File: config.mk
export PLATFORM = sky130hd
export DESIGN_NAME = cdc_pulse_tx
export DESIGN_NICKNAME = d
export VERILOG_FILES = /design/src/rtl/cdc_pkg.sv /design/src/rtl/cdc_pulse_tx.sv
export SDC_FILE = /design/constraint.sdc
export NUM_CORES = 1
export LEC_CHECK = 0
export CAP_MARGIN = 20
export CORE_AREA = 2 2 39 41
export DETAILED_ROUTE_END_ITERATION = 7
export DIE_AREA = 0 0 41 43
export PLACE_DENSITY = 0.63
export SLEW_MARGIN = 20
export SYNTH_ARGS = -nofsm -noshare
export SYNTH_HDL_FRONTEND = slang
export SYNTH_SLANG_ARGS = --single-unit
File: constraint.sdc
create_clock -name clk -period 1.6 [get_ports clk]
set_input_delay 0.48 -clock clk [delete_from_list [all_inputs] [get_ports clk]]
set_output_delay 0.48 -clock clk [all_outputs]
set_load 0.03 [all_outputs]
File: src/rtl/cdc_pkg.sv
// Shared types and helpers for the pulse-crossing launcher and its companions.
package cdc_pkg;

  typedef enum logic {IDLE, WAIT_ACK} cdc_tx_state_t;

  // Width of a counter that must hold the value n; never narrower than one bit.
  function automatic int tmo_w(input int n);
    int w;
    w = $clog2(n + 1);
    return (w < 1) ? 1 : w;
  endfunction

endpackage

File: src/rtl/cdc_pulse_tx.sv
// Source-domain launcher for a toggle/ack pulse crossing. Each request pulse
// becomes one flip of req_tgl; pulses arriving while a crossing is in flight
// are counted and launched one at a time once the ack toggle catches up.
module cdc_pulse_tx
  import cdc_pkg::*;
#(
  parameter int PEND_W         = 4,
  parameter int TIMEOUT_CYCLES = 0
) (
  input  logic              clk,
  input  logic              rst,
  input  logic              pulse_in,
  input  logic              ack_tgl,
  input  logic              clr_err,
  output logic              req_tgl,
  output logic              busy,
  output logic [PEND_W-1:0] pending,
  output logic              overflow,
  output logic              timeout,
  output logic              proto_err
);

  localparam logic [PEND_W-1:0] PEND_MAX = '1;

  cdc_tx_state_t     state;
  cdc_tx_state_t     state_nxt;
  logic              req_nxt;
  logic [PEND_W-1:0] pend_nxt;
  logic              set_ovf;
  logic              set_perr;

  // Queue increment that holds at full scale instead of wrapping.
  function automatic logic [PEND_W-1:0] pend_sat_inc(input logic [PEND_W-1:0] p);
    return (p == PEND_MAX) ? p : p + PEND_W'(1);
  endfunction

  // Next-state, launch and queue bookkeeping.
  always_comb begin
    state_nxt = state;
    req_nxt   = req_tgl;
    pend_nxt  = pending;
    set_ovf   = 1'b0;
    set_perr  = 1'b0;
    case (state)
      IDLE: begin
        // Ack must already match while idle; a mismatch is flagged but the launch still goes out.
        set_perr = (ack_tgl != req_tgl);
        if (pulse_in || (pending != '0)) begin
          req_nxt   = ~req_tgl;
          state_nxt = WAIT_ACK;
          // A fresh pulse replaces the queued entry being launched, so the count only drops without one.
          if (!pulse_in) pend_nxt = pending - PEND_W'(1);
        end
      end
      WAIT_ACK: begin
        if (pulse_in) begin
          if (pending == PEND_MAX) set_ovf = 1'b1;
          pend_nxt = pend_sat_inc(pending);
        end
        // Completion returns to IDLE; the next launch waits for that bubble cycle.
        if (ack_tgl == req_tgl) state_nxt = IDLE;
      end
      default: state_nxt = IDLE;
    endcase
  end

  // State, request toggle, queue count and the overflow/protocol sticky flags.
  always_ff @(posedge clk) begin
    if (rst) begin
      state     <= IDLE;
      req_tgl   <= 1'b0;
      pending   <= '0;
      overflow  <= 1'b0;
      proto_err <= 1'b0;
    end else begin
      state     <= state_nxt;
      req_tgl   <= req_nxt;
      pending   <= pend_nxt;
      overflow  <= set_ovf | (overflow & ~clr_err);
      proto_err <= set_perr | (proto_err & ~clr_err);
    end
  end

  assign busy = (state == WAIT_ACK) || (pending != '0);

  if (TIMEOUT_CYCLES > 0) begin : g_tmo
    localparam int            TW       = tmo_w(TIMEOUT_CYCLES);
    localparam logic [TW-1:0] TMO_MAX  = TW'(TIMEOUT_CYCLES);
    localparam logic [TW-1:0] TMO_LAST = TW'(TIMEOUT_CYCLES - 1);

    logic [TW-1:0] tmo_cnt;
    logic          tmo_hit;

    // Fires once, on the WAIT_ACK cycle that brings the count up to the limit without an ack.
    assign tmo_hit = (state == WAIT_ACK) && (state_nxt == WAIT_ACK) && (tmo_cnt == TMO_LAST);

    // Counts unacknowledged WAIT_ACK cycles, saturating at the limit; zeroed whenever idle.
    always_ff @(posedge clk) begin
      if (rst) begin
        tmo_cnt <= '0;
        timeout <= 1'b0;
      end else begin
        if (state != WAIT_ACK)
          tmo_cnt <= '0;
        else if ((state_nxt == WAIT_ACK) && (tmo_cnt != TMO_MAX))
          tmo_cnt <= tmo_cnt + TW'(1);
        timeout <= tmo_hit | (timeout & ~clr_err);
      end
    end
  end else begin : g_no_tmo
    assign timeout = 1'b0;
  end

endmodule

==> metrics.md <==
| Metric | Value |
|---|---|
| Status | finished with violations |
| Failing checks | negative setup slack |
| Most common cell after layout, fill and taps aside | buf_4 |
| Post-Route WL | roughly 960 um |
| Sw power | between 0.0007 and 0.0008 W |
| Switching Fraction | 0.421 |
| Max Fclk | ~530 MHz |
| Share of the synthesized area in the top cell type | 0.358 |
| Hold path cells | 2 |
| Yosys reg bits | 8 |
| Hold endpoint | proto_err |
| Initial antenna violation count | 0 |
| Minimum clock period | roughly 1.9 ns |
| Hold Crit Class | flop to flop |
| Full die area | ~0.0018 mm2 |
| Capturing point of the worst reg2reg path | pending[3] |
| Synth area leaders | dfxtp_1, nor2_1, mux2i_1, xor2_1, ha_1 |
| MaxCap Viol Count | 0 |
| Share of post-route cells with drive strength above 1 | 0.446 |
| DR vias | 410 |
| Mapped Nets | between 50 and 60 |
| DR iter-0 viols | 6 |
| Clock share of power | 0.090 |
| Via-to-Cell Ratio | between 4 and 5 |
| CTS tree | built |
| Root buf cell | clkbuf_4 |
| Congestion Overflow GR | 0 |
| Hold Buf Count CTS | 0 |
| WP data arrival | 1.40 ns |
| Gr usage total | 0.139 |
| Layout Area Growth over Synthesis | 67.0% |
| PwrDens | 2450 mW/mm2 |
| Power share of the sequential group | 0.193 |
| Die Ht | 43 um |
| Clock transition at path regs | around 0.060 ns |
| Util after Layout | 0.541 |
| Initial core utilization | 0.324 |
| Largest net degree at the start of global routing | 8 |
| Post-synthesis cell type count | 22 |
| Int Pwr | around 0.0011 W |
| Post-Syn Area | 448 um2 |
| Nets | 83 |
| Routed Antenna Nets | 0 |
| Final Cycle Share | 1.18 |
| Worst-path maximum fanout | 2 |
| Hold_sp | proto_err |
| CP endpoint kind | primary output |
| Maximum clock insertion buffer count | 2 |
| Ports | 14 |
| Row cnt | 14 |
| 1st-pass router iterations | 2 |
| Total power draw | 0.00183 W |
| Final Wtd Congestion | roughly 0.74 |
| Maximum vdd drop | 0.000991 V |
| Worst EP required | 1.12 ns |
| Wirelength per Cell | 10.6 um |
| Worst reg2reg path depth | 6 |
| First-pass GRT wire length | about 1600 um |
| Critical Path Start Type | flop |
| Lkg Pwr | 0.358 nW |
| Sequential-to-total area share from yosys stat | 0.358 |
| Mean cell area of the mapped netlist | 9.14 um2 |
| Commonest non-fill, non-tap cells in the layout | buf_4, nor2_1 |
| Number of H-tree levels | 1 |
| Final Setup Violations | 4 |
| Num CTS Buffers | 3 |
| Synth area leader | dfxtp_1 |
| Clk sinks | 8 |
| Final Max Slew Viols | 0 |
| Chip width | 41 um |
| Worst-Skew Late Latency | 0.26 ns |
| Vias in the first global route | 385 |
| Cells after Synth | ~50 |
| RSZ-0062 raised after global routing | true |
| Fin. Hold Viols | 0 |
| Core Area | 0.00138 mm2 |
| Logic pwr share | 0.716 |
| Antenna Diode Count | 0 |
| Yosys warning total | 0 |
| Final WS setup | -0.282 ns |
| Launch point of the worst reg-to-reg path | pending[1] |
| Clock skew | 0.0106 ns |
| Crit path from | pending[2] |
| Critical path class | flop to primary output |
| R2R Setup Slk | -0.03 ns |
| PortBufs | 12 |
| Drt drc | 0 |
| DP HPWL | 759 um |
[worst max-delay path by stage]
stage / endpoint
after floorplan: busy
after global placement: busy
after detailed placement: busy
after CTS: busy
after global routing: busy
final: busy
[flip-flops by register name (all words and copies together) (netlist names)]
| name | cells |
|---|---|
| pending | 4 |
| overflow | 1 |
| req_tgl | 1 |
| state | 1 |
| proto_err | 1 |
[final cells by class]
type                    instances  area, um2
repair buffers                 23        196
fillers                       130        636
flip-flops and latches          8        174
inverters                       2       10.0
well taps                      16       20.0
multi-input cells              37        322
clock buffers                   4       26.3
[critical path, cell delays in order (launching register included)]
cell and delay, ns:
dfxtp_4 0.34, or4_4 0.52, nand2b_4 0.15, buf_6 0.13
[metrics by stage]
| step | setup WS [ns] | hold slack (ns) | area, um2 | cells | setup TNS [ns] |
|---|---|---|---|---|---|
| final | -0.282 | 0.483 | 748 | 90 | -0.352 |
| after global routing | -0.326 | 0.521 | 748 | 90 | -0.593 |
| after CTS | -0.294 | 0.487 | 733 | 90 | -0.355 |
| after detailed placement | -0.449 | 0.480 | 672 | 85 | -1.12 |
| after global placement | -0.441 | 0.476 | 672 | 85 | -1.05 |
| after floorplan | -0.0222 | 0.476 | 473 | 49 | -0.0423 |
[cell usage after synthesis]
library cell / number
nand4_1: 1
nor2b_1: 2
buf_4: 1
xnor2_1: 1
o21ai_1: 1
nor2_1: 9
or4_4: 1
and2_1: 1
ha_1: 2
mux2_1: 1
mux2i_1: 3
a22oi_4: 1
nand2_1: 2
a21oi_1: 4
xor2_1: 3
fa_1: 1
buf_1: 1
a21o_1: 1
inv_1: 2
conb_1: 1
nand2b_1: 2
dfxtp_1: 8
[power by group through the flow]
| stage | Sequential, W | Clock (W) | Combinational [W] |
|---|---|---|---|
| 2_1_floorplan | 0.000534 | 0 | 0.000584 |
| 3_3_place_gp | 0.000350 | 0 | 0.00120 |
| 5_1_grt | 0.000361 | 0.000188 | 0.00143 |
| 6_report | 0.000354 | 0.000166 | 0.00131 |
| 4_1_cts | 0.000356 | 0.000174 | 0.00128 |
| 3_5_place_dp | 0.000354 | 0 | 0.00122 |
[logic make-up (layout without fill, tap and decap cells)]
kind of cell	count (synthesis)	in the layout	synth area share
AO/OA/AOI/OAI	7	7	0.120
XOR/XNOR	4	4	0.0782
adder cells (fa/ha/maj)	3	3	0.101
buffers and inverters	4	29	0.0419
flip-flops	8	8	0.358
multiplexers	4	4	0.0922
other	1	1	0.00837
AND/OR/NAND/NOR	18	18	0.201
[metal layers]
layer  wire length (um)  share of wire  up-vias  GRT usage
met2                489           0.51       14      0.206
met5                  0              0        -          0
met4                  0              0        0     0.0400
li1                   -              -      212          -
met3                 54          0.057        0     0.0785
met1                411           0.43      184      0.167
[timing repair]
item	in CTS	in global routing
resized for setup	17	7
setup buffers	1	0
pin swaps	3	2
setup endpoints to repair	9	8
No activity file was read; power rests on OpenSTA's default activity.
